<file path="config.mk">
export PLATFORM = sky130hd
export DESIGN_NAME = mem_result_writer
export DESIGN_NICKNAME = d
export VERILOG_FILES = /design/src/rtl/mem_result_writer.sv
export SDC_FILE = /design/constraint.sdc
export NUM_CORES = 1
export LEC_CHECK = 0
export ABC_AREA = 1
export CORE_AREA = 3 3 82 76
export CTS_BUF_LIST = sky130_fd_sc_hd__clkbuf_4 sky130_fd_sc_hd__clkbuf_8
export CTS_CLUSTER_SIZE = 10
export DETAILED_ROUTE_END_ITERATION = 6
export DIE_AREA = 0 0 85 79
export GPL_ROUTABILITY_DRIVEN = 0
export GPL_TIMING_DRIVEN = 0
export PLACE_DENSITY = 0.91
export RECOVER_POWER = 50
export SETUP_SLACK_MARGIN = 0.4
export SLEW_MARGIN = 20
export SYNTH_ARGS = -nofsm -noshare
export SYNTH_HDL_FRONTEND = slang
export SYNTH_SLANG_ARGS = --single-unit
</file>
<file path="constraint.sdc">
create_clock -name clk -period 4.95 [get_ports clk]
set_input_delay 0.99 -clock clk [delete_from_list [all_inputs] [get_ports clk]]
set_output_delay 0.99 -clock clk [all_outputs]
set_load 0.005 [all_outputs]
</file>
<file path="src/rtl/mem_result_writer.sv">
// mem_result_writer
//   Write-back end of the memory-to-memory transfer datapath. Sums from the
//   adder stage arrive over a valid/ready handshake, are buffered in a small
//   FIFO, and are written to consecutive destination addresses starting at a
//   programmed base. A one-cycle done pulse follows the final accepted write.
//
// Ports:
//   clk        : system clock, rising edge
//   reset_n    : asynchronous active-low reset
//   start      : one-cycle pulse, latches base_addr/count (IDLE only)
//   base_addr  : first destination address
//   count      : number of words to write (0 = immediate done)
//   res_data   : result word from the adder stage
//   res_valid  : res_data valid
//   res_ready  : writer can accept a result this cycle
//   mem_we     : memory write request
//   mem_addr   : memory write address
//   mem_wdata  : memory write data
//   mem_ready  : memory accepts the write this cycle
//   busy       : transfer in progress
//   done       : one-cycle pulse after the final write is accepted
module mem_result_writer #(
  parameter int DATA_W     = 8,
  parameter int ADDR_W     = 4,
  parameter int FIFO_DEPTH = 4
) (
  input  logic              clk,
  input  logic              reset_n,
  input  logic              start,
  input  logic [ADDR_W-1:0] base_addr,
  input  logic [ADDR_W:0]   count,
  input  logic [DATA_W-1:0] res_data,
  input  logic              res_valid,
  output logic              res_ready,
  output logic              mem_we,
  output logic [ADDR_W-1:0] mem_addr,
  output logic [DATA_W-1:0] mem_wdata,
  input  logic              mem_ready,
  output logic              busy,
  output logic              done
);

  localparam int PTR_W = (FIFO_DEPTH > 1) ? $clog2(FIFO_DEPTH) : 1;

  localparam logic [PTR_W:0]    PTR_ONE  = (PTR_W + 1)'(1);
  localparam logic [ADDR_W:0]   CNT_ONE  = (ADDR_W + 1)'(1);
  localparam logic [ADDR_W-1:0] ADDR_ONE = ADDR_W'(1);

  typedef enum logic [1:0] {
    IDLE = 2'd0,
    RUN  = 2'd1,
    DONE = 2'd2
  } state_t;

  state_t              state_q, state_d;
  logic [ADDR_W-1:0]   addr_cnt_q, addr_cnt_d;
  logic [ADDR_W:0]     count_q, count_d;
  logic [ADDR_W:0]     accepted_cnt_q, accepted_cnt_d;
  logic [ADDR_W:0]     written_cnt_q, written_cnt_d;
  // Pointers carry one extra wrap bit so full and empty can be told apart.
  logic [PTR_W:0]      wr_ptr_q, wr_ptr_d;
  logic [PTR_W:0]      rd_ptr_q, rd_ptr_d;
  logic [DATA_W-1:0]   fifo_q [FIFO_DEPTH];
  logic [DATA_W-1:0]   fifo_d [FIFO_DEPTH];

  logic [PTR_W-1:0]    wr_idx;
  logic [PTR_W-1:0]    rd_idx;
  logic                fifo_empty;
  logic                fifo_full;
  logic                push;
  logic                pop;

  assign wr_idx     = wr_ptr_q[PTR_W-1:0];
  assign rd_idx     = rd_ptr_q[PTR_W-1:0];
  assign fifo_empty = (wr_ptr_q == rd_ptr_q);
  assign fifo_full  = (wr_ptr_q[PTR_W] != rd_ptr_q[PTR_W]) &&
                      (wr_ptr_q[PTR_W-1:0] == rd_ptr_q[PTR_W-1:0]);

  // All outputs decode registered state only, so nothing reaches memory in
  // the same cycle a result is pushed and reset clears them asynchronously.
  // res_ready also stops once every requested word has been accepted.
  assign res_ready = (state_q == RUN) && !fifo_full && (accepted_cnt_q < count_q);
  assign mem_we    = (state_q == RUN) && !fifo_empty;
  assign mem_addr  = addr_cnt_q;
  // Data is gated to zero when no write is requested so the bus idles clean.
  assign mem_wdata = mem_we ? fifo_q[rd_idx] : '0;
  assign busy      = (state_q == RUN);
  assign done      = (state_q == DONE);

  assign push = res_valid && res_ready;
  assign pop  = mem_we && mem_ready;

  // Next-state logic. Push and pop are independent in RUN; the transfer ends
  // on the write that brings written_cnt up to the latched count.
  always_comb begin
    state_d        = state_q;
    addr_cnt_d     = addr_cnt_q;
    count_d        = count_q;
    accepted_cnt_d = accepted_cnt_q;
    written_cnt_d  = written_cnt_q;
    wr_ptr_d       = wr_ptr_q;
    rd_ptr_d       = rd_ptr_q;
    fifo_d         = fifo_q;

    unique case (state_q)
      IDLE: begin
        if (start) begin
          addr_cnt_d     = base_addr;
          count_d        = count;
          accepted_cnt_d = '0;
          written_cnt_d  = '0;
          wr_ptr_d       = '0;
          rd_ptr_d       = '0;
          state_d        = (count == '0) ? DONE : RUN;
        end
      end
      RUN: begin
        if (push) begin
          fifo_d[wr_idx] = res_data;
          wr_ptr_d       = wr_ptr_q + PTR_ONE;
          accepted_cnt_d = accepted_cnt_q + CNT_ONE;
        end
        if (pop) begin
          rd_ptr_d      = rd_ptr_q + PTR_ONE;
          addr_cnt_d    = addr_cnt_q + ADDR_ONE;
          written_cnt_d = written_cnt_q + CNT_ONE;
          if ((written_cnt_q + CNT_ONE) == count_q) begin
            state_d = DONE;
          end
        end
      end
      DONE: begin
        state_d = IDLE;
      end
      default: begin
        state_d = IDLE;
      end
    endcase
  end

  // State and datapath registers, cleared asynchronously so a mid-transfer
  // reset discards buffered results and drops mem_we immediately.
  always_ff @(posedge clk or negedge reset_n) begin
    if (!reset_n) begin
      state_q        <= IDLE;
      addr_cnt_q     <= '0;
      count_q        <= '0;
      accepted_cnt_q <= '0;
      written_cnt_q  <= '0;
      wr_ptr_q       <= '0;
      rd_ptr_q       <= '0;
      fifo_q         <= '{default: '0};
    end else begin
      state_q        <= state_d;
      addr_cnt_q     <= addr_cnt_d;
      count_q        <= count_d;
      accepted_cnt_q <= accepted_cnt_d;
      written_cnt_q  <= written_cnt_d;
      wr_ptr_q       <= wr_ptr_d;
      rd_ptr_q       <= rd_ptr_d;
      fifo_q         <= fifo_d;
    end
  end

endmodule

</file>
# Word-level counts from Yosys, hierarchy flattened
# Cells that the tools add are included.
dict set report op_classes {
  magnitude_cmp 4
  mux 25
  reduce_logical 17
  add_sub_neg 5
  n_eq_ne 10
  n_bitwise 2
}
# operator count
set op_table {}
lappend op_table {{$bwmux 32} 1}
lappend op_table {{$mux 8} 4}
lappend op_table {{$pmux 5 s2} 2}
lappend op_table {{$bmux 8 s2} 1}
lappend op_table {{$demux 8 s2} 1}
lappend op_table {{$mux 5} 3}
lappend op_table {{$pmux 3 s2} 2}
lappend op_table {{$add 5x1->5 const B} 2}
lappend op_table {{$mux 3} 3}
lappend op_table {{$reduce_and 3->1} 3}
lappend op_table {{$mux 2} 4}
lappend op_table {{$mux 4} 2}
lappend op_table {{$pmux 4 s2} 1}
lappend op_table {{$logic_and 1x1->1} 7}
lappend op_table {{$add 3x1->3 const B} 2}
lappend op_table {{$ge 3x3->1 const B} 2}
lappend op_table {{$ne 2x1->1 const B} 3}
lappend op_table {{$not 2->3} 2}
lappend op_table {{$eq 5x5->1} 1}
lappend op_table {{$logic_not 5->1} 1}
lappend op_table {{$lt 5x5->1} 1}
lappend op_table {{$add 4x1->4 const B} 1}
lappend op_table {{$pmux 2 s2} 1}
lappend op_table {{$reduce_and 2->1} 2}
lappend op_table {{10 further kinds} 11}
dict set report totals {
  input_bits 22
  ff_bits 59
}

# Longest topological paths before layout
dict set report logic_depth {
  word_depth 8
  mapped_depth 11
  depth_no_buf 11
}

# Least setup slack after synthesis
# Ideal clock, no wire load.
dict set report synth_timing {
  path_type {register to output}
  from {register accepted_cnt_q[2]}
  to {output port res_ready}
  path_slack_ns 2.737
  t_arrival_ns 1.223
  required_ns 3.960
  stages_incl_launch_ff 7
  cell_sequence {dfrtp_1 -> ha_1 -> a21oi_1 -> o21ai_0 -> nand2_1 -> nand3_1 -> nor2_2}
}
dict set report synth_via {
  elab_chain_cells 2
}
# element line_no
set synth_rtl {}
lappend synth_rtl {{from (decl)} 58} ;# logic [ADDR_W:0] accepted_cnt_q, accepted_cnt_d;
lappend synth_rtl {{from (signal assigned)} 157} ;# accepted_cnt_q <= accepted_cnt_d;
lappend synth_rtl {{$lt 5x5->1} 82} ;# assign res_ready = (state_q == RUN) && !fifo_full && (accepted_cnt_q < count_q);
lappend synth_rtl {{$logic_and 1x1->1} 82}
lappend synth_rtl {{to (decl)} 34} ;# output logic res_ready,
# Every way passes these cells.

# Worst setup path in the final report
dict set report layout_timing {
  from {register rd_ptr_q[1]}
  to {output port mem_wdata[0]}
}
dict set report layout_via {
  elab_chain_cells 5
  word_cells_on_any_way 8
  cone_classes {eq/ne (1); mux (4); bitwise (1); reduce/logical (2)}
}
# element line_no
set layout_rtl {}
lappend layout_rtl {{from (decl)} 62} ;# logic [PTR_W:0] rd_ptr_q, rd_ptr_d;
lappend layout_rtl {{from (signal assigned)} 160} ;# rd_ptr_q <= rd_ptr_d;
lappend layout_rtl {{$not 2->3 (implied by the code)} 86} ;# assign mem_wdata = mem_we ? fifo_q[rd_idx] : '0;
lappend layout_rtl {{$bmux 8 s2} 86}
lappend layout_rtl {{$mux 8 (implied by the code) (2 in series)} 86}
lappend layout_rtl {{$mux 8 *} 86}
lappend layout_rtl {{to (decl)} 37} ;# output logic [DATA_W-1:0] mem_wdata,
# Every way passes the cells marked *; elsewhere a longest branch is shown, timed or not. The select of a mux whose other input is x is not followed.

==> flow_summary.ini <==
[outcome]
outcome = complete, but fails checks
violations_in_the_final_reports = max-capacitance violations, max-slew violations

[worst_setup_path]
critical_path_cell_by_cell = clkbuf_1, clkinv_1, nor2_1, o21ai_0, a21oi_1, clkdlybuf4s50_1
sort_of_element_at_the_end_of_the_critical_path = output pin
timing.critical_path.slowest_stage_cell = sky130_fd_sc_hd__clkdlybuf4s50_1
critPathKind = register to output pin
worst_ep_arrival_time_ps = 2570
cp_data_required_time_ps = 3960
crit_path_max_fanout = 10
timing.critical_path.slowest_cell_delay_ps = 540
critPathBufInv = 3
worst_path_dominant_cell_family = buffers and inverters
crit_path_start_kind = register

[job]
maxCapViolations = 1

[placement]
placed_cells_incl_taps = 526
post-dp-hpwl_mm = 5.752
io_buffer_count = 37

[timing]
worst_slew_margin_relative_to_its_limit = -1.085
timing_worst_slew_pin_value_ps = 3128
post-route-min-period_ps = 3556
timing.clock.skew_ps = 9.290
setup_viol = 0
finalSetupTns_ps = 0
timing.final.max_slew_violations = 60
rsz_0062_raised_after_global_routing = false
hold_viol_final = 0
clock.fmax_ghz = 0.2812
fraction_of_the_cycle_the_final_worst_path_needs = 0.7184

[cts]
post_cts.repair.setup_buffers = 0
worst_skew_pair.late_latency_ps = 350
cts-htree-levels = 3
cts_num_sinks = 59
clk_root_buffer_cell = sky130_fd_sc_hd__clkbuf_8
tritoncts = built
numCtsBuffers = 9
cts_max_path_buffers = 2
post_cts_resize_count = 0
holdBufCountCts = 0
clk_transition_reported_paths_ps = 70

[yosys]
synth_area_sq_mm = 0.003212
synth_enable_flop_cells = 0
synth_area_per_cell_sq_um = 7.611
flip_flop_and_latch_count_after_synthesis = 59
net_count_after_synthesis = 456
ys_types = 31
postSynth.asyncResetShare = 1.000
synth.yosys.warnings = 0
ys_seq_area_frac = 0.4597
syn_inst = 422
synth_ff_type = sky130_fd_sc_hd__dfrtp_1

[cells_and_area]
finalNetCount = 504
area_growth_pct = 18.23
antenna_cells = 0
finalNonFillerCells = 542
layout-drive-gt1-share = 0.06947

[pwr]
power.ir.vdd_worst_mv = 0.3978
static-leakage-power_nw = 1.947
power-per-cell-area_mw_per_mm2 = 763.3

[detailed_routing]
drt-initial-drc-count = 332
routed_wire_length_per_instance_microns = 15.02
firstDrtPassIters = 5
route.final.wire_length_mm = 8.141
vias_after_detailed_routing = 2977
drt-vias-per-instance = 5.493
drtAntennaViolNets = 0
route.detailed.drc = 0

[global_routing]
gr-total-overflow = 0
met3_usage = 0.08195
vias_in_the_first_global_route = 3007
grtUsageTotal = 0.2676
globalRouteMet1Util = 0.3401
grt_max_degree = 60
antenna_found_initial = 0
grt_first_pass_wirelength_mm = 13.91
grt.met2_usage = 0.4270
grt-busiest-layer = met2

[die]
coreArea_sq_mm = 0.005349
fp-row-count = 25
die_width_microns = 85
start_util = 0.6005
ios = 38
design.die.area_sq_mm = 0.006715
die_h_microns = 79

[min_path]
holdCritPathClass = register to register
==> worst reg2reg max path, stage by stage (launching register included) <==
cell and delay (ps):
sky130_fd_sc_hd__dfrtp_1 440, sky130_fd_sc_hd__ha_1 320, sky130_fd_sc_hd__nand2_1 50, sky130_fd_sc_hd__o21ai_0 330
sky130_fd_sc_hd__a21oi_2 110, sky130_fd_sc_hd__nand3b_1 440, sky130_fd_sc_hd__clkbuf_1 440, sky130_fd_sc_hd__nand3_1 200
sky130_fd_sc_hd__o21ai_2 90
==> final timing paths <==
| check | start | end | slack [ps] | cells past startpoint |
|---|---|---|---|---|
| setup / recovery | rd_ptr_q[1] | mem_wdata[0] | 1390 | 6 |
| hold / removal | fifo_q[7] | fifo_q[7] | 470 | 2 |
| setup reg to reg | accepted_cnt_q[2] | accepted_cnt_q[0] | 2470 | 8 |
| hold reg to reg | fifo_q[7] | fifo_q[7] | 470 | 2 |
| max in group asynchronous | reset_n | wr_ptr_q[1] | 1490 | 1 |
| min in group asynchronous | reset_n | mem_addr[1] | 1670 | 1 |
==> layout make-up <==
| class | count | area (sq um) |
|---|---|---|
| clock buffers | 13 | 153.9 |
| flip-flops and latches | 59 | 1476 |
| fillers | 392 | 1551 |
| inverters | 29 | 111.4 |
| well taps | 67 | 83.83 |
| repair buffers | 37 | 364.1 |
| plain buffers | 9 | 38.79 |
| multi-input cells | 325 | 1554 |
| clock inverters | 3 | 15.01 |
==> Yosys cell counts, types with 2 or more instances <==
library cell,number,area [sq um]
sky130_fd_sc_hd__o21ai_1,4,20.02
sky130_fd_sc_hd__inv_2,2,7.510
sky130_fd_sc_hd__nand2_1,160,600.6
sky130_fd_sc_hd__nor3_1,2,10.01
sky130_fd_sc_hd__o21ai_0,26,130.1
sky130_fd_sc_hd__buf_2,2,10.01
sky130_fd_sc_hd__nand4_1,4,25.02
sky130_fd_sc_hd__xor2_1,4,35.03
sky130_fd_sc_hd__dfrtp_1,59,1476
sky130_fd_sc_hd__a21oi_1,13,65.06
sky130_fd_sc_hd__nor2_1,48,180.2
sky130_fd_sc_hd__clkbuf_1,2,7.510
sky130_fd_sc_hd__nand3_1,31,155.2
sky130_fd_sc_hd__inv_1,25,93.84
sky130_fd_sc_hd__nand3_2,2,20.02
sky130_fd_sc_hd__xnor2_1,5,43.79
sky130_fd_sc_hd__nor2_4,6,67.56
sky130_fd_sc_hd__buf_1,3,11.26
sky130_fd_sc_hd__ha_1,12,150.1
==> per-stage QoR <==
step	hold WS, ps	setup WS (ps)	power, mW	utilization	cell area [sq um]
4_1_cts	476.3	1537	2.918	0.7165	3832
3_3_place_gp	455.8	1098	2.427	0.6854	3666
3_5_place_dp	460.0	1910	2.522	0.6849	3664
5_1_grt	499.2	830.7	3.140	0.7099	3797
6_report	473.7	1394	2.898	0.7099	3797
2_1_floorplan	443.6	2737	1.912	-	3212
==> registers in the layout (all words and copies together) (netlist names) <==
register	count
wr_ptr_q	3
written_cnt_q	5
accepted_cnt_q	5
mem_addr	4
state_q	2
fifo_q	32
count_q	5
rd_ptr_q	3
==> layout by cell type, fill, tap and decap left out, types with 5 or more instances in the layout <==
| cell | Yosys | layout |
|---|---|---|
| sky130_fd_sc_hd__a21oi_1 | 13 | 13 |
| sky130_fd_sc_hd__clkbuf_1 | 2 | 5 |
| sky130_fd_sc_hd__clkbuf_8 | 0 | 9 |
| sky130_fd_sc_hd__clkdlybuf4s50_1 | 0 | 35 |
| sky130_fd_sc_hd__dfrtp_1 | 59 | 59 |
| sky130_fd_sc_hd__ha_1 | 12 | 12 |
| sky130_fd_sc_hd__inv_1 | 25 | 25 |
| sky130_fd_sc_hd__nand2_1 | 160 | 162 |
| sky130_fd_sc_hd__nand3_1 | 31 | 31 |
| sky130_fd_sc_hd__nor2_1 | 48 | 48 |
| sky130_fd_sc_hd__nor2_4 | 6 | 6 |
| sky130_fd_sc_hd__o21ai_0 | 26 | 26 |
| sky130_fd_sc_hd__xnor2_1 | 5 | 5 |
==> cells by family (layout without fill, tap and decap cells) <==
group	Yosys count	after routing	share of synthesized area
simple gates	258	258	0.3452
flops	59	59	0.4597
compound gates	46	46	0.07441
buf+inv	38	91	0.04948
fa+ha+maj	12	12	0.04675
xor+xnor	9	9	0.02454
==> routing by layer <==
layer	share of wire	wire, microns
met5	0	0
met2	0.48	3899
met4	0.026	213
met1	0.42	3410
met3	0.076	618
==> power by group <==
| group | internal (mW) | switching [mW] | leakage (nW) |
|---|---|---|---|
| sequential | 0.709 | 0.175 | 0.734 |
| clock | 0.201 | 0.185 | 0.0948 |
| combinational | 0.656 | 0.973 | 1.12 |
| total | 1.57 | 1.33 | 1.95 |
No activity file was read; power rests on OpenSTA's default activity.
